<file path="config.mk">
export PLATFORM = sky130hd
export DESIGN_NAME = clk_div_monitor_flat
export DESIGN_NICKNAME = d
export VERILOG_FILES = /design/src/rtl/clk_pkg.sv /design/src/rtl/clk_div_monitor_if.sv /design/src/rtl/sync_ff.sv /design/src/rtl/clk_div_monitor.sv /design/src/flat_wrapper.sv
export SDC_FILE = /design/constraint.sdc
export NUM_CORES = 1
export LEC_CHECK = 0
export ABC_CLOCK_PERIOD_IN_PS = 4250
export BUFFER_PORTS_ARGS = -buffer_cell sky130_fd_sc_hd__buf_4
export CAP_MARGIN = 20
export CORE_UTILIZATION = 24
export CTS_CLUSTER_DIAMETER = 100
export DETAILED_ROUTE_END_ITERATION = 7
export GPL_ROUTABILITY_DRIVEN = 0
export GPL_TIMING_DRIVEN = 1
export PLACE_DENSITY = 0.39
export REMOVE_ABC_BUFFERS = 1
export SLEW_MARGIN = 25
export SYNTH_ARGS = -nofsm -noshare
export SYNTH_HDL_FRONTEND = slang
export SYNTH_SLANG_ARGS = --single-unit
</file>
<file path="constraint.sdc">
create_clock -name clk_in -period 4.25 [get_ports clk_in]
set_input_delay 1.275 -clock clk_in [delete_from_list [all_inputs] [get_ports clk_in]]
set_output_delay 1.275 -clock clk_in [all_outputs]
set_load 0.005 [all_outputs]
</file>
<file path="src/rtl/clk_pkg.sv">
// Shared types and constants for the clk_* monitoring blocks.
// Holds the monitor state encoding and the all-ones saturation limit.
package clk_pkg;

    typedef enum logic [1:0] {
        ST_IDLE   = 2'd0,
        ST_ARMED  = 2'd1,
        ST_LOCKED = 2'd2,
        ST_STALL  = 2'd3
    } state_t;

    // Widest counter supported; users slice the low CNT_W bits.
    localparam int                   CNT_W_MAX    = 64;
    localparam logic [CNT_W_MAX-1:0] CNT_ALL_ONES = '1;

endpackage

</file>
<file path="src/rtl/clk_div_monitor_if.sv">
// Signal bundle between a divided-clock source/consumer and clk_div_monitor.
// master drives the divided clock and stall threshold; slave is the monitor.
interface clk_div_monitor_if #(
    parameter int CNT_W = 32
);
    logic             clk_div_in;
    logic [CNT_W-1:0] timeout;
    logic             rise_pulse;
    logic             fall_pulse;
    logic [CNT_W-1:0] period;
    logic [CNT_W-1:0] high_time;
    logic             period_valid;
    logic             stalled;

    modport master (
        output clk_div_in, timeout,
        input  rise_pulse, fall_pulse, period, high_time, period_valid, stalled
    );

    modport slave (
        input  clk_div_in, timeout,
        output rise_pulse, fall_pulse, period, high_time, period_valid, stalled
    );
endinterface

</file>
<file path="src/rtl/sync_ff.sv">
// N-stage synchroniser for a single asynchronous bit, async active-low clear.
// Latency N clk_in edges from d to q; no backpressure.
module sync_ff #(
    parameter int N = 2
) (
    input  logic clk_in,
    input  logic arst_n,
    input  logic d,
    output logic q
);
    logic [N-1:0] r_s;

    always_ff @(posedge clk_in or negedge arst_n) begin
        if (!arst_n) begin
            r_s <= '0;
        end else begin
            r_s <= {r_s[N-2:0], d};
        end
    end

    assign q = r_s[N-1];
endmodule

</file>
<file path="src/rtl/clk_div_monitor.sv">
// Synchronises a divided clock, emits rise/fall strobes (SYNC_STAGES+1 edges after
// sampling), measures period/high time and flags a stalled divider; no backpressure.
module clk_div_monitor
    import clk_pkg::*;
#(
    parameter int SYNC_STAGES = 2,
    parameter int CNT_W       = 32
) (
    input  logic             clk_in,
    input  logic             arst_n,
    clk_div_monitor_if.slave bus
);
    localparam logic [CNT_W-1:0] L_MAX = CNT_ALL_ONES[CNT_W-1:0];

    logic             w_sync;
    logic             w_rise;
    logic             w_fall;
    logic             w_stall_hit;
    logic             w_measuring;
    logic [CNT_W-1:0] w_rise_inc;
    logic [CNT_W-1:0] w_idle_inc;

    logic             r_prev;
    logic             r_rise_pulse;
    logic             r_fall_pulse;
    logic             r_period_valid;
    logic             r_stalled;
    logic [CNT_W-1:0] r_rise_cnt;
    logic [CNT_W-1:0] r_idle_cnt;
    logic [CNT_W-1:0] r_period;
    logic [CNT_W-1:0] r_high_time;
    state_t           r_state;

    sync_ff #(
        .N (SYNC_STAGES)
    ) u_sync (
        .clk_in (clk_in),
        .arst_n (arst_n),
        .d      (bus.clk_div_in),
        .q      (w_sync)
    );

    assign w_rise      = w_sync & ~r_prev;
    assign w_fall      = ~w_sync & r_prev;
    assign w_rise_inc  = (r_rise_cnt == L_MAX) ? L_MAX : r_rise_cnt + CNT_W'(1);
    assign w_idle_inc  = (r_idle_cnt == L_MAX) ? L_MAX : r_idle_cnt + CNT_W'(1);
    assign w_measuring = (r_state == ST_ARMED) || (r_state == ST_LOCKED);
    // Compare against timeout-1 so stalled asserts exactly timeout cycles after the last edge.
    assign w_stall_hit = (bus.timeout != '0) && (r_idle_cnt >= bus.timeout - CNT_W'(1));

    always_ff @(posedge clk_in or negedge arst_n) begin
        if (!arst_n) begin
            r_prev       <= 1'b0;
            r_rise_pulse <= 1'b0;
            r_fall_pulse <= 1'b0;
            r_rise_cnt   <= '0;
            r_idle_cnt   <= '0;
        end else begin
            r_prev       <= w_sync;
            r_rise_pulse <= w_rise;
            r_fall_pulse <= w_fall;
            r_rise_cnt   <= w_rise ? '0 : w_rise_inc;
            r_idle_cnt   <= (w_rise || w_fall) ? '0 : w_idle_inc;
        end
    end

    always_ff @(posedge clk_in or negedge arst_n) begin
        if (!arst_n) begin
            r_state        <= ST_IDLE;
            r_period_valid <= 1'b0;
            r_stalled      <= 1'b0;
            r_period       <= '0;
            r_high_time    <= '0;
        end else begin
            if (w_rise) begin
                // Leaving STALL re-arms without trusting the interval that spanned the stall.
                r_state        <= w_measuring ? ST_LOCKED : ST_ARMED;
                r_period_valid <= w_measuring;
                r_stalled      <= 1'b0;
                if (w_measuring) begin
                    r_period <= w_rise_inc;
                end
            end else if (!w_fall && (r_state != ST_STALL) && w_stall_hit) begin
                r_state        <= ST_STALL;
                r_period_valid <= 1'b0;
                r_stalled      <= 1'b1;
            end
            if (w_fall && (r_state != ST_IDLE)) begin
                r_high_time <= w_rise_inc;
            end
        end
    end

    assign bus.rise_pulse   = r_rise_pulse;
    assign bus.fall_pulse   = r_fall_pulse;
    assign bus.period       = r_period;
    assign bus.high_time    = r_high_time;
    assign bus.period_valid = r_period_valid;
    assign bus.stalled      = r_stalled;
endmodule
</file>
<file path="src/flat_wrapper.sv">
// flat-port wrapper written by rule: the top's interface ports become plain ports
module clk_div_monitor_flat import clk_pkg::*;
#(
    parameter int SYNC_STAGES = 2,
    parameter int CNT_W       = 32
)
  (clk_in, arst_n, bus_clk_div_in, bus_timeout, bus_rise_pulse, bus_fall_pulse, bus_period, bus_high_time, bus_period_valid, bus_stalled);
  clk_div_monitor_if #(.CNT_W(CNT_W)) bus_i ();
  input  logic clk_in;
  input  logic arst_n;
  input wire logic [$bits(bus_i.clk_div_in)-1:0] bus_clk_div_in;
  input wire logic [$bits(bus_i.timeout)-1:0] bus_timeout;
  output wire logic [$bits(bus_i.rise_pulse)-1:0] bus_rise_pulse;
  output wire logic [$bits(bus_i.fall_pulse)-1:0] bus_fall_pulse;
  output wire logic [$bits(bus_i.period)-1:0] bus_period;
  output wire logic [$bits(bus_i.high_time)-1:0] bus_high_time;
  output wire logic [$bits(bus_i.period_valid)-1:0] bus_period_valid;
  output wire logic [$bits(bus_i.stalled)-1:0] bus_stalled;
  assign bus_i.clk_div_in = bus_clk_div_in;
  assign bus_i.timeout = bus_timeout;
  assign bus_rise_pulse = bus_i.rise_pulse;
  assign bus_fall_pulse = bus_i.fall_pulse;
  assign bus_period = bus_i.period;
  assign bus_high_time = bus_i.high_time;
  assign bus_period_valid = bus_i.period_valid;
  assign bus_stalled = bus_i.stalled;
  clk_div_monitor #(.SYNC_STAGES(SYNC_STAGES), .CNT_W(CNT_W)) u_core (.clk_in(clk_in), .arst_n(arst_n), .bus(bus_i));
endmodule
</file>
==> impl_metrics.py <==
metrics = {
    "die": {
        "initial_core_util_pct": 24.65,
        "pin_count": 103,
        "dieWidth_um": 177.4,
        "num_rows": 63,
        "die_area_um2": 31470,
        "die_h_um": 177.4,
        "coreArea_um2": 29950,
    },
    "detailed_routing": {
        "vias": 6186,
        "wire_per_inst_um": 15.41,
        "drt_iter0_drc": 325,
        "postRouteAntennaNets": 0,
        "drc_errors": 0,
        "drt_wl_total_mm": 20.61,
        "viasPerCell": 4.623,
        "firstDrtPassIters": 4,
    },
    "placement": {
        "dp_hpwl_mm": 15.08,
        "io_buffers": 102,
        "placed_cell_area_um2": 8884,
    },
    "clock_network": {
        "clock_sinks": 137,
        "cts_tree": "built",
        "cts_root_buf": "clkbuf_16",
        "cts.hold.buffers_added": 0,
        "cts_htree_levels": 4,
        "clk_path_buf_depth": 2,
        "clk_pin_slew_ps": 60,
        "cts_made_buffers": 17,
        "clk_latency_ps": 420,
    },
    "synth": {
        "synth_warnings": 0,
        "yosys.area_share.xor_xnor_pct": 7.473,
        "syn_area_per_cell_um2": 9.218,
        "synth_edf_count": 0,
        "synth_cells": 801,
        "synth_adder_area_share_pct": 6.609,
        "ys.flop_type": "dfrtp_1",
        "synth.distinct_cells": 53,
        "netlist_area_um2": 7383,
        "synth_compound_area_share_pct": 12.30,
        "ys_seq_elements": 137,
        "async_flop_share_pct": 100.0,
        "synth_mux_area_share_pct": 1.254,
        "synth-simple-area-share_pct": 22.54,
        "synth-seq-area-share_pct": 46.43,
        "synth_top_family_by_area": "simple AND/OR/NAND/NOR gates",
    },
    "min_path": {
        "hp-start": "u_core.u_sync.r_s[0]$_DFF_PN0_",
        "hold_path_class": "reg2reg",
    },
    "grt": {
        "grt_pass1_wl_mm": 33.47,
        "overflow": 0,
        "grt_pass1_vias": 6095,
        "grt_max_degree": 68,
        "antenna_found_initial": 0,
        "grtUsageTotal_pct": 13.60,
    },
    "worst_setup_path": {
        "cp-start-kind": "primary input",
        "critPathMaxFanout": 5,
        "cp.required_ps": 4560,
        "reg2reg_depth": 5,
        "cp-startpoint": "bus_timeout[5]",
        "cp_data_arrival_time_ps": 4560,
        "critPathKind": "in2reg",
        "r2r_slack_ps": 1490,
        "cp-end-kind": "flop",
        "reg2reg_to": "u_core.bus.period[30]$_DFFE_PN0P_",
        "critPathCapture": "u_core.bus.period_valid$_DFFE_PN0P_",
        "reg2reg_from": "u_core.r_rise_cnt[6]$_DFF_PN0_",
    },
    "power": {
        "switching_share_pct": 26.23,
        "switchingPower_mw": 0.9525,
        "p_leak_nw": 4.219,
        "seqPwrFrac_pct": 40.6,
        "vdd_drop_max_uv": 222.5,
        "power_frac_comb_pct": 15.3,
        "p_int_mw": 2.679,
        "power_frac_clock_pct": 44.1,
        "p_per_area_nw_per_um2": 373.3,
        "power.total_mw": 3.632,
    },
    "sta": {
        "drv_slew": 0,
        "hold_slack_ps": 348.4,
        "max_freq_ghz": 0.2354,
        "rsz0062_at_grt": "yes",
        "hold_viol_final": 0,
        "min_period_over_period_pct": 99.96,
        "setup_viol": 0,
        "tightest_slew_ps": 960.7,
        "fin_crit_ps": 4248,
        "max_slew_margin_pct": 35.96,
        "clock_skew_ps": 12.66,
    },
    "outcome": {
        "outcome": "finished clean",
    },
    "finish": {
        "areaGrowthSynthToFinish_pct": 31.76,
        "post-route-util_pct": 32.48,
        "nNetsFinal": 1011,
        "final_cell_area_um2": 9728,
        "drive_above_1_share_pct": 23.42,
        "insertedDiodeCount": 0,
    },
    "job": {
        "maxCapViolCount": 0,
    },
}
==> synthesized netlist by cell type (15+ instances only) <==
cell type,n,area (um2)
ha_1,39,488.0
nor4_1,27,168.9
xor2_1,15,131.4
nor3_1,39,195.2
dfrtp_1,137,3428
clkbuf_1,34,127.6
nor2_1,68,255.2
nand3_1,28,140.1
o21ai_0,51,255.2
inv_1,25,93.84
a21oi_1,35,175.2
nand2_1,102,382.9
o21ai_1,20,100.1
and3_1,16,100.1
xnor2_1,48,420.4
==> cell families (layout without fill, tap and decap cells) <==
kind of cell               Yosys count  count (layout)
xor gates and xnor gates            63              63
buffers and inverters               64             211
and+or+nand+nor                    333             333
muxes                                9               9
AOI/OAI and AO/OA                  156             156
DFF                                137             137
adders and majority gates           39              39
==> registers in the layout (all words and copies together), names as in the netlist <==
register,count
u_core.bus.stalled,1
u_core.bus.period,32
u_core.r_state,2
u_core.r_prev,1
u_core.bus.fall_pulse,1
u_core.r_rise_cnt,32
u_core.bus.rise_pulse,1
u_core.bus.period_valid,1
u_core.r_idle_cnt,32
u_core.u_sync.r_s,2
u_core.bus.high_time,32
==> metrics by stage <==
step,TNS (ps),setup slack (ps),cells
after global routing,-240.7,-86.94,1338
after floorplan,-1535,-495.4,763
after CTS,0,13.57,1335
final,0,1.656,1338
after detailed placement,-2616,-719.5,1305
after global placement,-2371,-618.8,1305
==> power by group through the flow <==
stage	registers [mW]	clock network (mW)	logic, mW
after floorplan	1.47	0	0.256
after global placement	1.49	0	0.549
after detailed placement	1.49	0	0.550
after CTS	1.47	1.64	0.555
after global routing	1.48	1.69	0.632
final	1.47	1.60	0.555
==> cell usage in the layout (no fill, tap or decap), drive strengths merged, types with 3 or more instances in the layout <==
master and n:
buf 155, mux2i 7, o22ai 7, nor3 39, xnor2 48, dfrtp 137
o21ai 71, clkbuf 21, a21oi 35, nor2 68, nor4 31, and4 5
nand4 14, nand2 102, bufinv 5, and3 16, a31oi 9, o21a 3
nand2b 9, clkinv 4, nand3 28, xor2 15, inv 25, or4 7
o31a 6, o31ai 10, a211oi 3, ha 39, a41oi 3
==> critical path, cell delays in order <==
cell and delay [ps]:
buf_6 90, or4_4 580, nor4_4 310, buf_4 190
nand4_1 100, buf_6 150, nor3_4 110, xnor2_1 80
ha_1 290, nand4_1 120, or4_4 580, a311o_1 400
a211o_1 270
==> worst min path at each step <==
stage | to | slack (ps) | depth (start not counted)
floorplan | u_core.u_sync.r_s[1]$_DFF_PN0_ | 330 | 0
global placement | u_core.u_sync.r_s[1]$_DFF_PN0_ | 340 | 0
detailed placement | u_core.u_sync.r_s[1]$_DFF_PN0_ | 340 | 0
CTS | u_core.u_sync.r_s[1]$_DFF_PN0_ | 350 | 0
global route | u_core.u_sync.r_s[1]$_DFF_PN0_ | 360 | 0
finish | u_core.u_sync.r_s[1]$_DFF_PN0_ | 350 | 0
==> per-layer routing <==
metal  up-vias  GRT usage [%]  wire [um]
li1       3138              -          -
met1      2918          18.85      10150
met5         -              0          0
met2       113          21.44       9377
met3        17          2.828        849
met4         0          3.383        238
==> what timing repair did <==
action,in CTS,in global routing
resized for setup,11,27
endpoints found under the setup margin,4,4
gates cloned,0,0
setup buffers,0,4
endpoints found under the hold margin,0,0
pin swaps,0,16
==> cell type report <==
class / count / area [um2]
clock inverter: 9 / 172.7
clock buffer: 21 / 450.4
fill: 3158 / 20230
timing repair buffer: 155 / 1199
sequential: 137 / 3428
tap: 390 / 488.0
multi-input combinational: 600 / 3892
inverter: 26 / 97.59
Note: power is estimated with default switching activity, not from simulation.
